**src/rtl/mag_search_sar.sv**
```systemverilog
// rtl/mag_search_sar.sv - successive-approximation search controller driving a magnitude comparator
//
// Binary-searches a hidden W-bit value presented on the comparator's x side.
// The search is driven through the comparator's y side (guess_o), and the
// comparator's gt/lt/eq verdicts are consumed each cycle.
//
// Ports:
//   clk        rising-edge clock
//   rst_n      asynchronous active-low reset
//   start_i    begin a search (honoured only in IDLE)
//   guess_o    value presented to comparator y input
//   cmp_gt_i   hidden value above guess
//   cmp_lt_i   hidden value below guess
//   cmp_eq_i   hidden value equals guess
//   busy_o     high while probing
//   done_o     one-cycle pulse when a search ends
//   found_o    hidden value located (held until next start)
//   err_o      comparator inconsistent (held until next start)
//   result_o   located value (held until next start)
//   probes_o   number of probes used (held until next start)
module mag_search_sar #(
    parameter int W = 4
) (
    input  logic                    clk,
    input  logic                    rst_n,
    input  logic                    start_i,
    output logic [W-1:0]            guess_o,
    input  logic                    cmp_gt_i,
    input  logic                    cmp_lt_i,
    input  logic                    cmp_eq_i,
    output logic                    busy_o,
    output logic                    done_o,
    output logic                    found_o,
    output logic                    err_o,
    output logic [W-1:0]            result_o,
    output logic [$clog2(W+2)-1:0]  probes_o
);
    localparam int PW = $clog2(W + 2);
    localparam logic [W:0] MAXV = (W + 1)'((1 << W) - 1);

    typedef enum logic [1:0] {
        S_IDLE,
        S_PROBE,
        S_DONE
    } state_t;

    state_t         state_q, state_d;
    logic [W:0]     lo_q, lo_d;
    logic [W:0]     hi_q, hi_d;
    logic [W-1:0]   guess_q, guess_d;
    logic [W-1:0]   result_q, result_d;
    logic [PW-1:0]  probes_q, probes_d;
    logic           found_q, found_d;
    logic           err_q, err_d;

    logic [W:0]     lo_n, hi_n, sum_n, guess_ext;
    logic           bad;

    always_ff @(posedge clk or negedge rst_n) begin
        if (!rst_n) begin
            state_q  <= S_IDLE;
            lo_q     <= '0;
            hi_q     <= '0;
            guess_q  <= '0;
            result_q <= '0;
            probes_q <= '0;
            found_q  <= 1'b0;
            err_q    <= 1'b0;
        end else begin
            state_q  <= state_d;
            lo_q     <= lo_d;
            hi_q     <= hi_d;
            guess_q  <= guess_d;
            result_q <= result_d;
            probes_q <= probes_d;
            found_q  <= found_d;
            err_q    <= err_d;
        end
    end

    always_comb begin
        state_d   = state_q;
        lo_d      = lo_q;
        hi_d      = hi_q;
        guess_d   = guess_q;
        result_d  = result_q;
        probes_d  = probes_q;
        found_d   = found_q;
        err_d     = err_q;
        guess_ext = {1'b0, guess_q};
        lo_n      = lo_q;
        hi_n      = hi_q;
        bad       = 1'b0;
        sum_n     = '0;

        case (state_q)
            S_IDLE: begin
                if (start_i) begin
                    lo_d     = '0;
                    hi_d     = MAXV;
                    guess_d  = W'(MAXV >> 1);
                    probes_d = '0;
                    result_d = '0;
                    found_d  = 1'b0;
                    err_d    = 1'b0;
                    state_d  = S_PROBE;
                end
            end

            S_PROBE: begin
                probes_d = probes_q + PW'(1);
                case ({cmp_gt_i, cmp_lt_i, cmp_eq_i})
                    3'b001: begin
                        result_d = guess_q;
                        found_d  = 1'b1;
                        state_d  = S_DONE;
                    end
                    3'b100: begin
                        lo_n = guess_ext + (W + 1)'(1);
                        bad  = (guess_q == {W{1'b1}});
                    end
                    3'b010: begin
                        hi_n = guess_ext - (W + 1)'(1);
                        bad  = (guess_q == '0);
                    end
                    default: bad = 1'b1;
                endcase

                if (state_d != S_DONE) begin
                    lo_d  = lo_n;
                    hi_d  = hi_n;
                    sum_n = lo_n + hi_n;
                    // A consistent comparator always hits eq by probe W+1, so
                    // running out of probes or crossing bounds means it lied.
                    if (bad || (lo_n > hi_n) || (probes_d == PW'(W + 1))) begin
                        err_d   = 1'b1;
                        state_d = S_DONE;
                    end else begin
                        guess_d = W'(sum_n >> 1);
                    end
                end
            end

            S_DONE: state_d = S_IDLE;

            default: state_d = S_IDLE;
        endcase
    end

    assign guess_o  = guess_q;
    assign busy_o   = (state_q == S_PROBE);
    assign done_o   = (state_q == S_DONE);
    assign found_o  = found_q;
    assign err_o    = err_q;
    assign result_o = result_q;
    assign probes_o = probes_q;
endmodule
```
**config.mk**
```make
export PLATFORM = sky130hd
export DESIGN_NAME = mag_search_sar
export DESIGN_NICKNAME = d
export VERILOG_FILES = /design/src/rtl/mag_search_sar.sv
export SDC_FILE = /design/constraint.sdc
export NUM_CORES = 1
export LEC_CHECK = 0
export ABC_AREA = 1
export BUFFER_PORTS_ARGS = -buffer_cell sky130_fd_sc_hd__buf_2
export CAP_MARGIN = 20
export CORE_AREA = 2 2 60 62
export CTS_BUF_LIST = sky130_fd_sc_hd__clkbuf_8
export DETAILED_ROUTE_END_ITERATION = 8
export DIE_AREA = 0 0 62 64
export PLACE_DENSITY = 0.72
export SLEW_MARGIN = 0
export SYNTH_ARGS = -nofsm -noshare
export SYNTH_HDL_FRONTEND = slang
export SYNTH_SLANG_ARGS = --single-unit
```
**constraint.sdc**
```tcl
create_clock -name clk -period 2.9 [get_ports clk]
set_clock_uncertainty 0.1 [all_clocks]
set_input_delay 0.87 -clock clk [delete_from_list [all_inputs] [get_ports clk]]
set_output_delay 0.87 -clock clk [all_outputs]
set_load 0.01 [all_outputs]
```
==> impl_metrics.ini <==
[die]
floorplan.core_area_sq_mm = 0.00328
initial_utilization_pct = 51.1
chipHeight_um = 64
fp.dieArea_sq_mm = 0.00397
ios = 21
placement_rows = 21
die_x_um = 62

[drt]
ant_nets_after_route = 0
detail_route.iter0.violations = 55
routed_wirelength_um = 3680
detail_route.vias_per_cell = 4.95
first_drt_pass_iteration_count = 4
post_drt_wl_per_cell_um = 12.3
drcViolationCount = 0
vias = 1480

[yosys]
synthesis.yosys.warnings = 0
synth-seq-area-share_pct = 37.3
synth.net_count = 233
avgSynthCellArea_sq_um = 7.91
synthArstFlopShare_pct = 100
top_flip_flop_cell_by_instance_count_after_synthesis = sky130_fd_sc_hd__dfrtp_1
synth.cell_area_sq_mm = 0.00168
postSynthCellCount = 212
synth-edff-count = 0
ff_latch_count_synth = 25
synth.lib_cells_used.distinct = 31

[clock_network]
cts_htree_levels = 1
clk_pin_slew_ns = 0.09
cts_num_sinks = 25
clk_root_buffer_cell = sky130_fd_sc_hd__clkbuf_8
clock_insertion_delay_at_the_later_pin_of_the_skew_report_ns = 0.27
cts_hold_repair.buffers = 0
cts_inserted_buffers = 3
clockBufferDepth = 2
cts.repair_timing.setup_buffer_count = 0
cts_tree = yes
post_cts_resized = 0

[power]
power-per-cell-area_mw_per_mm2 = 974
power_frac_clock_pct = 10.9
power_switching_share_pct = 47.3
irDropWorstVdd_mv = 0.411
internal_power_mw = 1.04
combinational_group_share_of_total_power_pct = 59.4
net-switching-power_uw = 931
pwr-share-seq_pct = 29.7
static_leakage_nw = 1.09

[sta]
worst_slew_margin_rel_pct = 62.8
timing_hold_violations_final = 0
setup_ws_ns = 0.164
post-route-period-util_pct = 94.3
worst_slew_pin_slew_ns = 0.557
rsz_0062_raised_after_global_routing = no
hold_ws_ns = 0.394
timing.final.crit_period_ns = 2.74
report.final.slew_viol_count = 0
final_count_of_negative_setup_slack_endpoints = 0
achievable-frequency_mhz = 366
setup-tns-final_ns = 0

[grt]
antenna_found_initial = 0
via_count_of_the_first_global_routing_pass = 1381
pin_count_of_the_biggest_net_entering_global_routing = 26
globalRoute.totalOverflow = 0
grt_usage_pct = 21.0
grt_first_pass_wirelength_um = 6230

[setup_path]
crit_arrival_ns = 2.85
cp-start-kind = input pin
critical_path.endpoint_type = register
worst_ep_required_time_ns = 3.01
r2r_end = guess_o[3]
worst_r2r_src = guess_o[0]
timing_worst_setup_path_type = in -> reg
worstPathMaxFanout = 5
regToRegSetupSlack_ns = 0.27
ff2ff_path_depth = 14

[placed_design]
placed_instance_area_sq_mm = 0.00196
dpl.hpwl_um = 2850
pre_cts_ws_ns = -0.133
place.gp.congestion = 0.849
io_buffers = 20

[layout]
area_growth_syn_to_layout_pct = 20.4
final_design_area_no_fill_sq_mm = 0.00202
area.sequential_sq_um = 626
antenna_cell_count = 0
layout.cells.most_common_list = 41 x sky130_fd_sc_hd__inv_1, 41 x sky130_fd_sc_hd__nand2_1, 25 x sky130_fd_sc_hd__dfrtp_1
finalNetCount = 275
multi_input_comb_area_sq_um = 875
final_layout_size_suffix_gt1_share_pct = 25.7
filler_cell_count = 289

[run]
max_cap_violations = 0

[hold_path]
whs_endpoint = hi_q[4]
hold_path_startpoint = hi_q[4]
hold-path-cell-count = 2
worstHoldPathType = reg -> reg

[run_status]
outcome = completed
state kept, by name, summed over array words and instances, names as in the netlist:
register	cells
result_o	4
hi_q	5
err_o	1
guess_o	4
state_q	2
probes_o	3
lo_q	5
found_o	1
layer usage:
layer | GRT usage [%] | wire (um) | vias to the layer above
met4 | 6.38 | 83 | 0
li1 | - | - | 753
met3 | 2.83 | 119 | 8
met2 | 35.7 | 1840 | 34
met1 | 26.8 | 1640 | 685
met5 | 0 | 0 | -
per-stage QoR:
| stage | power, mW | utilization (%) | std cells |
|---|---|---|---|
| final | 1.97 | 61.5 | 299 |
| after global routing | 2.18 | 61.5 | 299 |
| after CTS | 1.98 | 61.3 | 299 |
| after detailed placement | 1.75 | 59.8 | 295 |
| after global placement | 1.74 | 59.8 | 295 |
| after floorplan | 1.35 | - | 212 |
Yosys cell counts, drive strengths merged (2+ instances only):
cell,n,area [sq um]
a21oi,6,30.0
dfrtp,25,626
ha,14,175
inv,46,178
nand2,46,195
nand3,14,92.6
nand3b,2,15.0
nor2,20,121
nor3,2,10.0
o21ai,20,104
o22ai,7,43.8
xor2,2,17.5
critical path, stage by stage:
cell and delay (ns):
sky130_fd_sc_hd__buf_2 0.10, sky130_fd_sc_hd__inv_2 0.07, sky130_fd_sc_hd__nand2_1 0.08, sky130_fd_sc_hd__nor2_4 0.13, sky130_fd_sc_hd__inv_1 0.11, sky130_fd_sc_hd__o21ai_2 0.15, sky130_fd_sc_hd__ha_1 0.16, sky130_fd_sc_hd__inv_1 0.06
sky130_fd_sc_hd__fa_1 0.38, sky130_fd_sc_hd__inv_1 0.06, sky130_fd_sc_hd__nand2_1 0.06, sky130_fd_sc_hd__a21oi_1 0.18, sky130_fd_sc_hd__nor3_1 0.07, sky130_fd_sc_hd__nor3_1 0.23, sky130_fd_sc_hd__nand2_1 0.08, sky130_fd_sc_hd__nand2_1 0.06
layout make-up:
type	instances	area share, %
clock inverter	1	0.372
inverter	46	8.80
clock buffer	3	2.04
sequential	25	31.0
timing repair buffer	38	11.6
multi-input combinational	140	43.3
tap	46	2.85
logic make-up after synthesis:
family | after synthesis | synth area share, %
AO/OA/AOI/OAI | 37 | 12.4
XOR/XNOR | 2 | 1.04
adder cells (fa/ha/maj) | 15 | 11.6
buffers and inverters | 47 | 11.0
flip-flops | 25 | 37.3
AND/OR/NAND/NOR | 86 | 26.6
power groups by stage:
stage               clock [mW]  sequential [mW]  combinational [mW]
floorplan                    0            0.602               0.753
global placement             0            0.585                1.16
detailed placement           0            0.590                1.16
CTS                      0.224            0.584                1.17
global route             0.242            0.605                1.33
finish                   0.215            0.585                1.17
worst max-delay path by stage:
stage	start	to	slack, ns	cells after the start
floorplan	cmp_eq_i	guess_o[0]	0.11	16
CTS	cmp_eq_i	guess_o[3]	0.14	16
finish	cmp_eq_i	guess_o[3]	0.16	16
detailed placement	cmp_eq_i	guess_o[3]	-0.13	16
global placement	cmp_eq_i	guess_o[3]	-0.12	16
global route	cmp_eq_i	guess_o[2]	0.004	17
Power figures use the tool's default switching activity.
